===== config.mk =====
export PLATFORM = sky130hd
export DESIGN_NAME = ex_wb_arbiter_flat
export DESIGN_NICKNAME = d
export VERILOG_FILES = /design/src/rtl/ex_wb_arbiter_if.sv /design/src/rtl/ex_wb_arbiter.sv /design/src/flat_wrapper.sv
export SDC_FILE = /design/constraint.sdc
export NUM_CORES = 1
export LEC_CHECK = 0
export ABC_CLOCK_PERIOD_IN_PS = 3700
export BUFFER_PORTS_ARGS = -buffer_cell sky130_fd_sc_hd__buf_2
export CORE_UTILIZATION = 40
export CTS_CLUSTER_DIAMETER = 50
export DETAILED_ROUTE_END_ITERATION = 7
export SETUP_SLACK_MARGIN = 0.05
export SYNTH_ARGS = -nofsm -noshare
export SYNTH_HDL_FRONTEND = slang
export SYNTH_SLANG_ARGS = --single-unit

===== constraint.sdc =====
create_clock -name clk -period 3.7 [get_ports clk]
set_input_delay 0.37 -clock clk [delete_from_list [all_inputs] [get_ports clk]]
set_output_delay 0.37 -clock clk [all_outputs]
set_load 0.01 [all_outputs]

===== src/rtl/ex_wb_arbiter_if.sv =====
// ---------------------------------------------------------------------------
// ex_wb_arbiter_if
//
// Purpose:
//   Bundles every bus signal of the execute -> writeback arbiter: one
//   valid/ready handshake with destination register and result data for
//   each of the ALU, LSU and CSR requesters, the single register-file
//   write port, and the pending-destination scoreboard vector.
//
// Signals:
//   alu_valid/lsu_valid/csr_valid  requester has a result to write back
//   alu_ready/lsu_ready/csr_ready  arbiter can accept that requester's result
//   alu_rd/lsu_rd/csr_rd           destination register (5 bits)
//   alu_data/lsu_data/csr_data     result data (`MAX_BIT_POS+1 bits)
//   wb_en, wb_rd, wb_data          registered register-file write port
//   pending_rd                     bit n set while a buffered entry targets xn
//
// Modports:
//   master  execute-side units (drive valid/rd/data, observe the rest)
//   slave   the arbiter itself
//
// `MAX_BIT_POS defaults to 31 (32-bit data) when not defined by the build.
// ---------------------------------------------------------------------------
`ifndef MAX_BIT_POS
`define MAX_BIT_POS 31
`endif

interface ex_wb_arbiter_if;

  // ALU requester
  logic                  alu_valid;
  logic                  alu_ready;
  logic [4:0]            alu_rd;
  logic [`MAX_BIT_POS:0] alu_data;

  // LSU requester
  logic                  lsu_valid;
  logic                  lsu_ready;
  logic [4:0]            lsu_rd;
  logic [`MAX_BIT_POS:0] lsu_data;

  // CSR requester
  logic                  csr_valid;
  logic                  csr_ready;
  logic [4:0]            csr_rd;
  logic [`MAX_BIT_POS:0] csr_data;

  // Register-file write port and hazard scoreboard
  logic                  wb_en;
  logic [4:0]            wb_rd;
  logic [`MAX_BIT_POS:0] wb_data;
  logic [31:0]           pending_rd;

  modport master (
    output alu_valid, alu_rd, alu_data,
    output lsu_valid, lsu_rd, lsu_data,
    output csr_valid, csr_rd, csr_data,
    input  alu_ready, lsu_ready, csr_ready,
    input  wb_en, wb_rd, wb_data, pending_rd
  );

  modport slave (
    input  alu_valid, alu_rd, alu_data,
    input  lsu_valid, lsu_rd, lsu_data,
    input  csr_valid, csr_rd, csr_data,
    output alu_ready, lsu_ready, csr_ready,
    output wb_en, wb_rd, wb_data, pending_rd
  );

endinterface


===== src/rtl/ex_wb_arbiter.sv =====
// ---------------------------------------------------------------------------
// ex_wb_arbiter
//
// Purpose:
//   Merges results from three execution units (ALU, LSU, CSR) onto the single
//   register-file write port. Each unit has a one-entry input buffer; every
//   cycle at most one non-empty buffer is granted and its entry is written
//   back through registered wb_en/wb_rd/wb_data one clock later. A granted
//   buffer can be refilled in the same cycle, so a favoured unit can sustain
//   one result per clock. Writes to x0 are consumed but never enabled.
//
// Ports:
//   clk   sole clock, all state changes on its rising edge
//   rst   synchronous active-high reset
//   bus   ex_wb_arbiter_if.slave: handshakes, write port and pending_rd
//
// Configuration:
//   WB_ARB_ROUND_ROBIN_EN  when defined, round-robin arbitration searching
//                          ALU -> LSU -> CSR starting after the last granted
//                          requester; when undefined, fixed priority
//                          LSU > CSR > ALU and no pointer register exists.
//   MAX_BIT_POS            data MSB index, defaults to 31.
// ---------------------------------------------------------------------------
`ifndef MAX_BIT_POS
`define MAX_BIT_POS 31
`endif

module ex_wb_arbiter (
  input logic           clk,
  input logic           rst,
  ex_wb_arbiter_if.slave bus
);

  localparam int DW   = `MAX_BIT_POS + 1;
  localparam int NREQ = 3;

  // Requester index; also the bit position of each requester in the
  // packed valid/ready/grant vectors below.
  typedef enum logic [1:0] {
    REQ_ALU = 2'd0,
    REQ_LSU = 2'd1,
    REQ_CSR = 2'd2
  } req_e;

  // -------------------------------------------------------------------------
  // Flatten the interface into small arrays so the buffer logic can be
  // written once and looped over the three requesters.
  // -------------------------------------------------------------------------
  logic [NREQ-1:0] in_valid;
  logic [4:0]      in_rd   [NREQ];
  logic [DW-1:0]   in_data [NREQ];

  assign in_valid = {bus.csr_valid, bus.lsu_valid, bus.alu_valid};

  assign in_rd[REQ_ALU]   = bus.alu_rd;
  assign in_rd[REQ_LSU]   = bus.lsu_rd;
  assign in_rd[REQ_CSR]   = bus.csr_rd;

  assign in_data[REQ_ALU] = bus.alu_data;
  assign in_data[REQ_LSU] = bus.lsu_data;
  assign in_data[REQ_CSR] = bus.csr_data;

  // One-entry input buffers
  logic [NREQ-1:0] buf_valid;
  logic [4:0]      buf_rd   [NREQ];
  logic [DW-1:0]   buf_data [NREQ];

  // Arbitration results
  logic [NREQ-1:0] grant;
  logic            grant_any;
  req_e            grant_idx;
  logic [4:0]      sel_rd;
  logic [DW-1:0]   sel_data;

  // Handshake signals
  logic [NREQ-1:0] ready;
  logic [NREQ-1:0] take;

  // Registered write port
  logic            wb_en_q;
  logic [4:0]      wb_rd_q;
  logic [DW-1:0]   wb_data_q;

  // Scoreboard vector
  logic [31:0]     pending;

  // Returns a one-hot grant for the first set bit of v when searched in the
  // order first, second, third; all zero if v is empty.
  function automatic logic [NREQ-1:0] first_set(
    input logic [NREQ-1:0] v,
    input req_e            first,
    input req_e            second,
    input req_e            third
  );
    logic [NREQ-1:0] g;
    g = '0;
    if (v[first]) begin
      g[first] = 1'b1;
    end else if (v[second]) begin
      g[second] = 1'b1;
    end else if (v[third]) begin
      g[third] = 1'b1;
    end
    return g;
  endfunction

`ifdef WB_ARB_ROUND_ROBIN_EN
  // -------------------------------------------------------------------------
  // Round-robin arbitration. last_grant remembers who won most recently; the
  // search starts with the requester after it in ALU -> LSU -> CSR order, so
  // the last winner is always considered last. Only registered buffer state
  // feeds the grant, keeping valid inputs off the ready path.
  // -------------------------------------------------------------------------
  req_e last_grant;

  always_comb begin
    grant = '0;
    case (last_grant)
      REQ_ALU: grant = first_set(buf_valid, REQ_LSU, REQ_CSR, REQ_ALU);
      REQ_LSU: grant = first_set(buf_valid, REQ_CSR, REQ_ALU, REQ_LSU);
      default: grant = first_set(buf_valid, REQ_ALU, REQ_LSU, REQ_CSR);
    endcase
  end

  // The pointer only moves when somebody actually wins, so an idle period
  // does not disturb fairness.
  always_ff @(posedge clk) begin
    if (rst) begin
      last_grant <= REQ_ALU;
    end else if (grant_any) begin
      last_grant <= grant_idx;
    end
  end
`else
  // -------------------------------------------------------------------------
  // Fixed priority arbitration: LSU first (loads are usually on the critical
  // dependency path), then CSR, then ALU. No pointer state is needed.
  // -------------------------------------------------------------------------
  always_comb begin
    grant = first_set(buf_valid, REQ_LSU, REQ_CSR, REQ_ALU);
  end
`endif

  // -------------------------------------------------------------------------
  // Encode the one-hot grant and pick the winning entry. grant_idx defaults
  // to ALU when nothing is granted; the payload is then ignored because
  // grant_any is low.
  // -------------------------------------------------------------------------
  always_comb begin
    grant_any = |grant;
    grant_idx = REQ_ALU;
    if (grant[REQ_LSU]) begin
      grant_idx = REQ_LSU;
    end else if (grant[REQ_CSR]) begin
      grant_idx = REQ_CSR;
    end
  end

  always_comb begin
    sel_rd   = buf_rd[REQ_ALU];
    sel_data = buf_data[REQ_ALU];
    case (grant_idx)
      REQ_LSU: begin
        sel_rd   = buf_rd[REQ_LSU];
        sel_data = buf_data[REQ_LSU];
      end
      REQ_CSR: begin
        sel_rd   = buf_rd[REQ_CSR];
        sel_data = buf_data[REQ_CSR];
      end
      default: begin
        sel_rd   = buf_rd[REQ_ALU];
        sel_data = buf_data[REQ_ALU];
      end
    endcase
  end

  // -------------------------------------------------------------------------
  // A requester may hand over a result when its buffer is empty or is being
  // drained this very cycle, which is what allows back-to-back streaming.
  // Ready is forced low during reset so nothing is accepted and then thrown
  // away by the buffer clear.
  // -------------------------------------------------------------------------
  assign ready = {NREQ{~rst}} & (~buf_valid | grant);
  assign take  = in_valid & ready;

  // -------------------------------------------------------------------------
  // Buffer occupancy. Whenever ready is high the buffer is either empty or
  // being granted, so its next occupancy is simply whether a new entry
  // arrives; otherwise it keeps its (still ungranted) entry.
  // -------------------------------------------------------------------------
  always_ff @(posedge clk) begin
    if (rst) begin
      buf_valid <= '0;
    end else begin
      for (int i = 0; i < NREQ; i++) begin
        if (ready[i]) begin
          buf_valid[i] <= in_valid[i];
        end
      end
    end
  end

  // -------------------------------------------------------------------------
  // Buffer payload. Only meaningful while the matching buf_valid bit is set,
  // so it needs no reset; it loads on every completed handshake.
  // -------------------------------------------------------------------------
  always_ff @(posedge clk) begin
    for (int i = 0; i < NREQ; i++) begin
      if (take[i]) begin
        buf_rd[i]   <= in_rd[i];
        buf_data[i] <= in_data[i];
      end
    end
  end

  // -------------------------------------------------------------------------
  // Register-file write port. The granted entry is registered one clock
  // after its grant; wb_en pulses for that single cycle unless the target is
  // x0. With no grant wb_en drops back to 0 while rd/data hold their value.
  // -------------------------------------------------------------------------
  always_ff @(posedge clk) begin
    if (rst) begin
      wb_en_q   <= 1'b0;
      wb_rd_q   <= '0;
      wb_data_q <= '0;
    end else begin
      wb_en_q <= grant_any && (sel_rd != 5'd0);
      if (grant_any) begin
        wb_rd_q   <= sel_rd;
        wb_data_q <= sel_data;
      end
    end
  end

  // -------------------------------------------------------------------------
  // Hazard scoreboard: one bit per architectural register that still has a
  // result waiting in a buffer. x0 is never a real destination, so bit 0 is
  // never set even if an x0 entry is buffered.
  // -------------------------------------------------------------------------
  always_comb begin
    pending = '0;
    for (int i = 0; i < NREQ; i++) begin
      if (buf_valid[i] && (buf_rd[i] != 5'd0)) begin
        pending[buf_rd[i]] = 1'b1;
      end
    end
  end

  // Drive the interface outputs
  assign bus.alu_ready  = ready[REQ_ALU];
  assign bus.lsu_ready  = ready[REQ_LSU];
  assign bus.csr_ready  = ready[REQ_CSR];
  assign bus.wb_en      = wb_en_q;
  assign bus.wb_rd      = wb_rd_q;
  assign bus.wb_data    = wb_data_q;
  assign bus.pending_rd = pending;

endmodule


===== src/flat_wrapper.sv =====
// flat-port wrapper written by rule: the top's interface ports become plain ports
module ex_wb_arbiter_flat 
  (clk, rst, bus_alu_valid, bus_alu_rd, bus_alu_data, bus_lsu_valid, bus_lsu_rd, bus_lsu_data, bus_csr_valid, bus_csr_rd, bus_csr_data, bus_alu_ready, bus_lsu_ready, bus_csr_ready, bus_wb_en, bus_wb_rd, bus_wb_data, bus_pending_rd);
  ex_wb_arbiter_if bus_i ();
  input logic clk;
  input logic rst;
  input wire logic [$bits(bus_i.alu_valid)-1:0] bus_alu_valid;
  input wire logic [$bits(bus_i.alu_rd)-1:0] bus_alu_rd;
  input wire logic [$bits(bus_i.alu_data)-1:0] bus_alu_data;
  input wire logic [$bits(bus_i.lsu_valid)-1:0] bus_lsu_valid;
  input wire logic [$bits(bus_i.lsu_rd)-1:0] bus_lsu_rd;
  input wire logic [$bits(bus_i.lsu_data)-1:0] bus_lsu_data;
  input wire logic [$bits(bus_i.csr_valid)-1:0] bus_csr_valid;
  input wire logic [$bits(bus_i.csr_rd)-1:0] bus_csr_rd;
  input wire logic [$bits(bus_i.csr_data)-1:0] bus_csr_data;
  output wire logic [$bits(bus_i.alu_ready)-1:0] bus_alu_ready;
  output wire logic [$bits(bus_i.lsu_ready)-1:0] bus_lsu_ready;
  output wire logic [$bits(bus_i.csr_ready)-1:0] bus_csr_ready;
  output wire logic [$bits(bus_i.wb_en)-1:0] bus_wb_en;
  output wire logic [$bits(bus_i.wb_rd)-1:0] bus_wb_rd;
  output wire logic [$bits(bus_i.wb_data)-1:0] bus_wb_data;
  output wire logic [$bits(bus_i.pending_rd)-1:0] bus_pending_rd;
  assign bus_i.alu_valid = bus_alu_valid;
  assign bus_i.alu_rd = bus_alu_rd;
  assign bus_i.alu_data = bus_alu_data;
  assign bus_i.lsu_valid = bus_lsu_valid;
  assign bus_i.lsu_rd = bus_lsu_rd;
  assign bus_i.lsu_data = bus_lsu_data;
  assign bus_i.csr_valid = bus_csr_valid;
  assign bus_i.csr_rd = bus_csr_rd;
  assign bus_i.csr_data = bus_csr_data;
  assign bus_alu_ready = bus_i.alu_ready;
  assign bus_lsu_ready = bus_i.lsu_ready;
  assign bus_csr_ready = bus_i.csr_ready;
  assign bus_wb_en = bus_i.wb_en;
  assign bus_wb_rd = bus_i.wb_rd;
  assign bus_wb_data = bus_i.wb_data;
  assign bus_pending_rd = bus_i.pending_rd;
  ex_wb_arbiter u_core (.clk(clk), .rst(rst), .bus(bus_i));
endmodule

# Word level (Yosys, flattened, before mapping)
# Memories as Yosys holds them, arrays and structs flattened.
# Index checks and enable logic that the tools add are counted.
dict set report word_totals {
  ram_bits 111
  in_bits 116
  n_memories 2
  regBits 41
}
dict set report classes {
  mux 25
  order_cmp 6
  n_eq_ne 2
  reduce_logical 12
  bitwise 7
}
# memory words word_bits rd rd_clocked_by_memory_dff write_ports line
set mem_list {}
lappend mem_list {u_core.buf_data 3 32 3 0 3 ex_wb_arbiter.sv:66} ;# logic [DW-1:0] buf_data [NREQ];
lappend mem_list {u_core.buf_rd 3 5 3 0 3 ex_wb_arbiter.sv:65} ;# logic [4:0] buf_rd [NREQ];
# operator n
set op_table {}
lappend op_table {{32-bit 2-to-1 mux} 3}
lappend op_table {{32-bit bitwise OR} 2}
lappend op_table {{32-bit case mux with 2 select lines} 1}
lappend op_table {{5-bit nonzero test} 4}
lappend op_table {{5-bit by 6-bit less-than comparator with 1-bit output (second input constant)} 3}
lappend op_table {{1-bit demux with 5-bit select} 3}
lappend op_table {{5-bit by 1-bit >= comparator with 1-bit output (second input constant)} 3}
lappend op_table {{1-bit 2-to-1 mux} 15}
lappend op_table {{5-bit case mux with 2 select lines} 1}
lappend op_table {{1-bit logical AND} 7}
lappend op_table {{3-bit AND} 2}
lappend op_table {{2-bit 2-to-1 mux} 2}
lappend op_table {{3-bit NOT} 1}
lappend op_table {{3-bit bitwise OR} 1}
lappend op_table {{3-bit OR reduction} 1}
lappend op_table {{2-bit by 1-bit equality test with 1-bit output (second input constant)} 1}
lappend op_table {{2-bit equality test (second input constant)} 1}
lappend op_table {{1-bit NOT} 1}

# Logic depth before layout (Yosys ltp)
# Gate-level depths: netlist of the first run.
dict set report depth {
  depth_word 9
  ltp_mapped 6
}

# Worst setup path before layout of the first run
# Ideal clock, no wire load.
dict set report synth_path {
  path_kind {input -> register}
  startpoint {input port rst}
  endpoint {memory u_core.buf_data[0][32] in the netlist's numbering, enable pin}
  n_path_buf 1
  t_arrival_ns 2.232
  setup_ns 0.435
  cell_stages 2
  path_slack_ns 1.033
  cell_sequence {clkbuf_1 nor2b_1}
}
# element line
set synth_lines {}
lappend synth_lines {{from (decl)} flat_wrapper.sv:6} ;# input logic rst;
lappend synth_lines {{to (decl)} ex_wb_arbiter.sv:66}

# Final worst setup path of the first run
dict set report layout_path {
  startpoint {register u_core.buf_valid[1]}
  endpoint {output port bus_pending_rd[9]}
}
dict set report layout_via {
  elab_chain_cells 4
}
# element line
set layout_rtl {}
lappend layout_rtl {{from (decl)} ex_wb_arbiter.sv:64} ;# logic [NREQ-1:0] buf_valid;
lappend layout_rtl {{from (signal, indexed assignment)} ex_wb_arbiter.sv:198} ;# buf_valid[i] <= in_valid[i];
lappend layout_rtl {{1-bit logical AND (*)} ex_wb_arbiter.sv:244} ;# if (buf_valid[i] && (buf_rd[i] != 5'd0)) begin
lappend layout_rtl {{32-bit 2-to-1 mux (*)} ex_wb_arbiter.sv:244}
lappend layout_rtl {{32-bit bitwise OR (no line)} --}
lappend layout_rtl {{32-bit 2-to-1 mux (*)} ex_wb_arbiter.sv:244}
lappend layout_rtl {{to (decl)} flat_wrapper.sv:22} ;# output wire logic [$bits(bus_i.pending_rd)-1:0] bus_pending_rd;
# Every way passes the cells marked *; elsewhere a longest branch is shown, timed or not.

==> results of run 1 <==
worst paths after layout:
check | startpoint | end | slack (ns) | cells after the start
max | u_core.buf_valid[1] | bus_pending_rd[9] | 1.25 | 5
min | bus_alu_data[9] | u_core.buf_data[0][9] | 0.12 | 1
max reg2reg | u_core.buf_valid[2] | u_core.bus.wb_data[3] | 1.57 | 4
min reg2reg | u_core.bus.wb_rd[2] | u_core.bus.wb_rd[2] | 0.46 | 2
area by class of cell:
type / count / area, sq um / share of cell area
Timing Repair Buffer: 191 / 965.9 / 0.1246
Clock inverter: 13 / 126.4 / 0.01630
Antenna cell: 1 / 2.502 / 0.0003227
Sequential cell: 152 / 4155 / 0.5359
Multi-Input combinational cell: 312 / 1783 / 0.2299
Tap cell: 184 / 230.2 / 0.02969
Clock buffer: 19 / 475.5 / 0.06132
Inverter: 4 / 15.01 / 0.001936
kinds of logic after synthesis:
family | count (synthesis)
muxes | 5
and+or+nand+nor | 165
buffers and inverters | 39
other | 1
AOI/OAI and AO/OA | 141
DFF | 152
routing by layer:
metal  share of wire  wire length [um]  global-route usage  vias up
li1                -                 -                   -     2224
met1            0.44              7175              0.2738     2224
met2            0.47              7753              0.3340      218
met3           0.085              1391             0.07562       13
met4          0.0071               117             0.06520        2
met5         0.00079                13                   0        -
Yosys cell counts:
cell	n	area, sq um
mux2_2	1	11.26
o21ai_0	33	165.2
inv_1	4	15.01
o21ai_1	3	15.01
nor4_1	1	6.260
and3_1	2	12.51
nor3_1	5	25.02
buf_4	3	22.52
a22oi_1	29	217.7
a211oi_1	1	7.510
and3b_1	3	26.28
conb_1	1	3.750
nand2b_1	7	43.79
o22ai_1	32	200.2
a21oi_1	7	35.03
clkbuf_1	22	82.58
buf_6	5	56.30
a222oi_1	2	20.02
nor2_1	22	82.58
mux2i_1	4	40.04
nor3b_1	3	22.52
o211a_1	32	320.3
nand2_1	108	405.4
o21a_1	2	15.01
and2_1	5	31.28
nor3_2	1	10.01
buf_1	1	3.750
dfxtp_1	41	820.8
or3_1	1	6.260
buf_2	4	20.02
nor3b_2	1	12.51
nor2b_1	6	37.54
edfxtp_1	111	3333
sequential cells by signal (all words and copies together), names as in the netlist:
signal and count:
u_core.buf_data 96, u_core.bus.wb_data 32, u_core.buf_rd 15, u_core.bus.wb_rd 5
u_core.buf_valid 3, u_core.bus.wb_en 1
per-stage QoR:
step,total power [W],worst slack (ns),instances
after floorplan,0.002218,1.033,503
after global placement,0.002381,1.558,843
after detailed placement,0.002391,1.567,843
after CTS,0.004112,1.209,875
after global routing,0.004228,1.060,875
final,0.004064,1.249,876
power by group:
group | switching, W | leakage, nW | total [W] | internal, W
Combinational | 0.000207 | 1.77 | 0.000350 | 0.000143
Clock | 0.000743 | 0.295 | 0.00171 | 0.000970
Sequential | 0.0000575 | 1.38 | 0.00200 | 0.00194
Total | 0.00101 | 3.45 | 0.00406 | 0.00306
==> key figures, run 1 <==
Outcome
  • Status: completed

Layout
  • P&R area growth vs syn: 26.55%
  • Finished Cell Area: 7754 sq um
  • Most common cell after layout, fill and taps aside: buf_2
  • Core Util, Final: 0.5255
  • Layout cells sized above 1: 0.3329
  • Most frequent cells in the layout: 187 x buf_2, 111 x edfxtp_1, 108 x nand2_1
  • Final #Nets: 794
  • Layout fillers: 1302

STA
  • Fmax: 0.4080 GHz
  • # setup viols final: 0
  • Setup TNS: 0 ns
  • Final hold vios: 0
  • Worst hold slack: 0.1162 ns
  • Slew @ Worst Pin: 1.219 ns
  • Slew margin rel.: 0.1865
  • Max-slew violation count: 0
  • RSZ-0062 raised after global routing: no
  • Fin crit share: 0.6624
  • Layout Skew: 0.01113 ns
  • Fin crit period: 2.451 ns

Synthesis
  • Syn_nets: 619
  • Post-synthesis mux area share: 0.008372
  • Cells after Synth: 503
  • Area share of xor/xnor cells in the synthesized design: 0
  • Synth Area in Compound Gates: 0.1625
  • Post-synthesis cell type count: 33
  • Synth warnings: 0
  • Post-synthesis cell area: 6127 sq um
  • Post-Synth Simple-Gate Area: 0.1178
  • Post-synthesis sequential area ratio: 0.6780
  • Average cell area after synthesis: 12.18 sq um
  • Main combinational cell family by area after synthesis: compound AO/OA/AOI/OAI gates
  • Synth Area in Adders: 0
  • #FFs+latches synth: 152

Global route
  • Largest net degree at the start of global routing: 57
  • Initial antenna violation count: 1
  • Number of global-route vias before repair: 4547
  • Grt ovf: 0
  • First-pass GRT wire length: 25030 um
  • GRT Overall Usage: 0.2118

CTS
  • Setup bufs post-CTS: 0
  • Total CTS buffers: 17
  • Clk root buf: clkbuf_16
  • H-tree depth: 4
  • Sink Count: 152
  • Max Buffers Root-to-Sink: 2
  • Clock slew at reported path FFs: 0.07 ns
  • Hold Buf Count CTS: 0
  • CTS tree: built
  • Clk_lat worst skew: 0.43 ns
  • Post-CTS Resized: 0

Die
  • Core Box Area: 14750 sq um
  • Rows: 44
  • Die W: 125.8 um
  • Io pins: 189
  • Initial Utilization: 0.4153
  • Die Y: 125.8 um
  • Full die area: 15820 sq um

Setup path
  • Critical Path, Cell by Cell: nand2_1 -> nor3_1 -> a22oi_1 -> nand2_1 -> buf_2
  • Most used cell along the critical path: nand2_1
  • Max stage delay on crit path: 0.61 ns
  • Crit path max-delay family: simple AND/OR/NAND/NOR gates
  • Critical Path RT: 3.33 ns
  • Critical path endpoint category: primary output
  • Setup CP Type: reg -> out
  • Slowest-stage cell, CP: dfxtp_2
  • Critical Path Fanout Max: 25
  • CP bufs+invs: 1
  • CP arrival: 2.08 ns
  • Worst setup SP type: register

Route
  • WL/cell: 18.78 um
  • First drt pass iteration count: 5
  • WL final: 16450 um
  • Starting DRC count in detailed routing: 283
  • Post-DRT Antenna Nets: 0
  • DR vias: 4681
  • Via density: 5.344
  • DRC violations left: 0

Power
  • PD cells: 524.2 nW/um^2
  • LEAKAGE: 3.449 nW
  • Worst vdd ir: 377.9 uV

Job
  • Max Cap Violations: 0

Place
  • Port Buffer Count: 187
  • HPWL after DPL: 10910 um
  • Placed Instance Area: 7149 sq um
  • Gpl congestion: 0.8399

Worst hold path
  • Hold crit path type: in -> reg
Note: power is estimated with default switching activity, not from simulation.
==> inputs of run 2 (changes only) <==
- ABC_CLOCK_PERIOD_IN_PS: 3700 -> 2500
- clock period: 3.7 -> 2.5 ns (I/O delays scaled with it)
==> key figures, run 2 (synthesis gave the netlist of run 1 again) <==
Route
  • DR vias: 4904
  • Via density: 5.239
  • Starting DRC count in detailed routing: 370
  • DRC violations left: 0
  • WL/cell: 17.88 um
  • Post-DRT Antenna Nets: 0
  • First drt pass iteration count: 4
  • WL final: 16730 um

Layout
  • Most common cell after layout, fill and taps aside: buf_2
  • Layout cells sized above 1: 0.3112
  • Layout fillers: 1250
  • Diodes inserted: 0
  • Biggest register: u_core.buf_data
  • Final #Nets: 855
  • Finished Cell Area: 8404 sq um
  • Footprint of the multi-input gates: 1783 sq um
  • Max reg flops: 96
  • P&R area growth vs syn: 37.17%
  • Most frequent cells in the layout: 187 x buf_2, 111 x edfxtp_1, 108 x nand2_1
  • Register area: 4155 sq um

Power
  • Worst vdd ir: 458.2 uV
  • PD cells: 754.4 nW/um^2
  • LEAKAGE: 3.732 nW
  • Tot Pwr: 0.006340 W

Global route
  • Grt ovf: 0
  • Largest net degree at the start of global routing: 51
  • First-pass GRT wire length: 25800 um
  • Initial antenna violation count: 0
  • Number of global-route vias before repair: 4973
  • GRT Overall Usage: 0.2152

Setup path
  • Reg-to-Reg Start: u_core.buf_valid[1]
  • Reg2reg end: u_core.buf_rd[0][13]
  • Worst setup SP type: register
  • Critical Path Fanout Max: 8
  • Reg2reg path depth: 2
  • Critical path endpoint category: primary output
  • Setup CP Type: reg -> out
  • Critical Path RT: 2.25 ns
  • FF-to-FF setup slack: 0.74 ns
  • CP arrival: 1.92 ns
  • Slowest-stage cell, CP: nor3b_2
  • Critical Path, Cell by Cell: nor3b_2 -> a22oi_1 -> nand2_1 -> buf_2
  • Max stage delay on crit path: 0.60 ns

Place
  • Gpl congestion: 0.9187
  • HPWL after DPL: 10730 um
  • Placed Instance Area: 7207 sq um
  • Port Buffer Count: 187

Die
  • Initial Utilization: 0.4153
  • Rows: 44
  • Die W: 125.8 um
  • Io pins: 189
  • Die Y: 125.8 um
  • Full die area: 15820 sq um
  • Core Box Area: 14750 sq um

STA
  • RSZ-0062 raised after global routing: no
  • Slew @ Worst Pin: 1.038 ns
  • Final hold vios: 0
  • Fin crit period: 2.174 ns
  • Slew margin rel.: 0.3081
  • Setup TNS: 0 ns
  • Fin crit share: 0.8694
  • Worst hold slack: 0.01358 ns
  • Max-slew violation count: 0
  • Layout Skew: 0.007285 ns
  • # setup viols final: 0
  • Fmax: 0.4601 GHz

CTS
  • Post-CTS Resized: 0
  • Clk root buf: clkbuf_16
  • Clk_lat worst skew: 0.41 ns
  • Clock slew at reported path FFs: 0.06 ns
  • Max Buffers Root-to-Sink: 2
  • CTS tree: built
  • Setup bufs post-CTS: 0
  • Total CTS buffers: 17
  • Sink Count: 152
  • H-tree depth: 4

Worst hold path
  • Hold Path Origin: bus_alu_data[5]
  • Hold crit path type: in -> reg
  • Hold Path End: u_core.buf_data[0][5]
  • Hold path cells: 1

Outcome
  • Status: completed

Job
  • Max Cap Violations: 0
[run 2: cell types whose count changed in the layout (fill, tap and decap cells not counted)]
cell | previous run | this run
clkinv_8 | 1 | 0
clkinv_2 | 1 | 2
bufinv_16 | 0 | 5
inv_8 | 4 | 1
buf_4 | 4 | 9
clkbuf_16 | 19 | 17
buf_12 | 0 | 1
clkinv_4 | 3 | 1
clkinv_1 | 0 | 2
diode_2 | 1 | 0
dlygate4sd3_1 | 0 | 55
[run 2: stage by stage]
step | util | setup slack (ns) | std cells
2_1_floorplan | - | 0.2014 | 503
3_3_place_gp | 0.4885 | 0.6316 | 849
3_5_place_dp | 0.4885 | 0.5862 | 849
4_1_cts | 0.5683 | 0.3180 | 934
5_1_grt | 0.5696 | 0.1901 | 936
6_report | 0.5696 | 0.3265 | 936
[run 2: worst max-delay path by stage]
stage,from,endpoint,slack [ns],depth (start not counted)
global placement,rst,u_core.buf_data[0][80],0.63,3
floorplan,u_core.buf_valid[1],u_core.buf_data[0][0],0.20,5
CTS,u_core.buf_valid[0],bus_pending_rd[24],0.32,4
finish,u_core.buf_valid[0],bus_pending_rd[24],0.33,4
detailed placement,rst,u_core.buf_data[0][81],0.59,3
global route,u_core.buf_valid[0],bus_pending_rd[24],0.19,4
[run 2: where the power goes]
group          switching (W)  internal (W)
Combinational       0.000327      0.000277
Clock                0.00100       0.00178
Sequential         0.0000775       0.00288
[run 2: routing by layer]
layer / routed length [um] / global-route usage / up-vias
met1: 7233 / 0.2645 / 2344
met4: 160 / 0.07300 / 0
met5: 0 / 0 / -
met3: 1209 / 0.06202 / 15
li1: - / - / 2336
met2: 8129 / 0.3637 / 209
[run 2: repair_timing]
action / CTS / global route
endpoints found under the hold margin: 53 / 2
endpoints found under the setup margin: 0 / 0
hold buffers: 53 / 2
[run 2: layout make-up]
class | instances | area share
multi-input combinational | 312 | 0.2121
timing repair buffer | 252 | 0.1873
inverter | 4 | 0.001787
sequential | 152 | 0.4944
clock buffer | 17 | 0.05062
clock inverter | 15 | 0.02635
tap | 184 | 0.02739
[run 2: critical path: cells and delay by family, from the launching register on]
| family | cells | cell delay (ns) |
|---|---|---|
| simple gates | 2 | 0.71 |
| compound gates | 1 | 0.21 |
| flops | 1 | 0.46 |
| buf+inv | 1 | 0.13 |
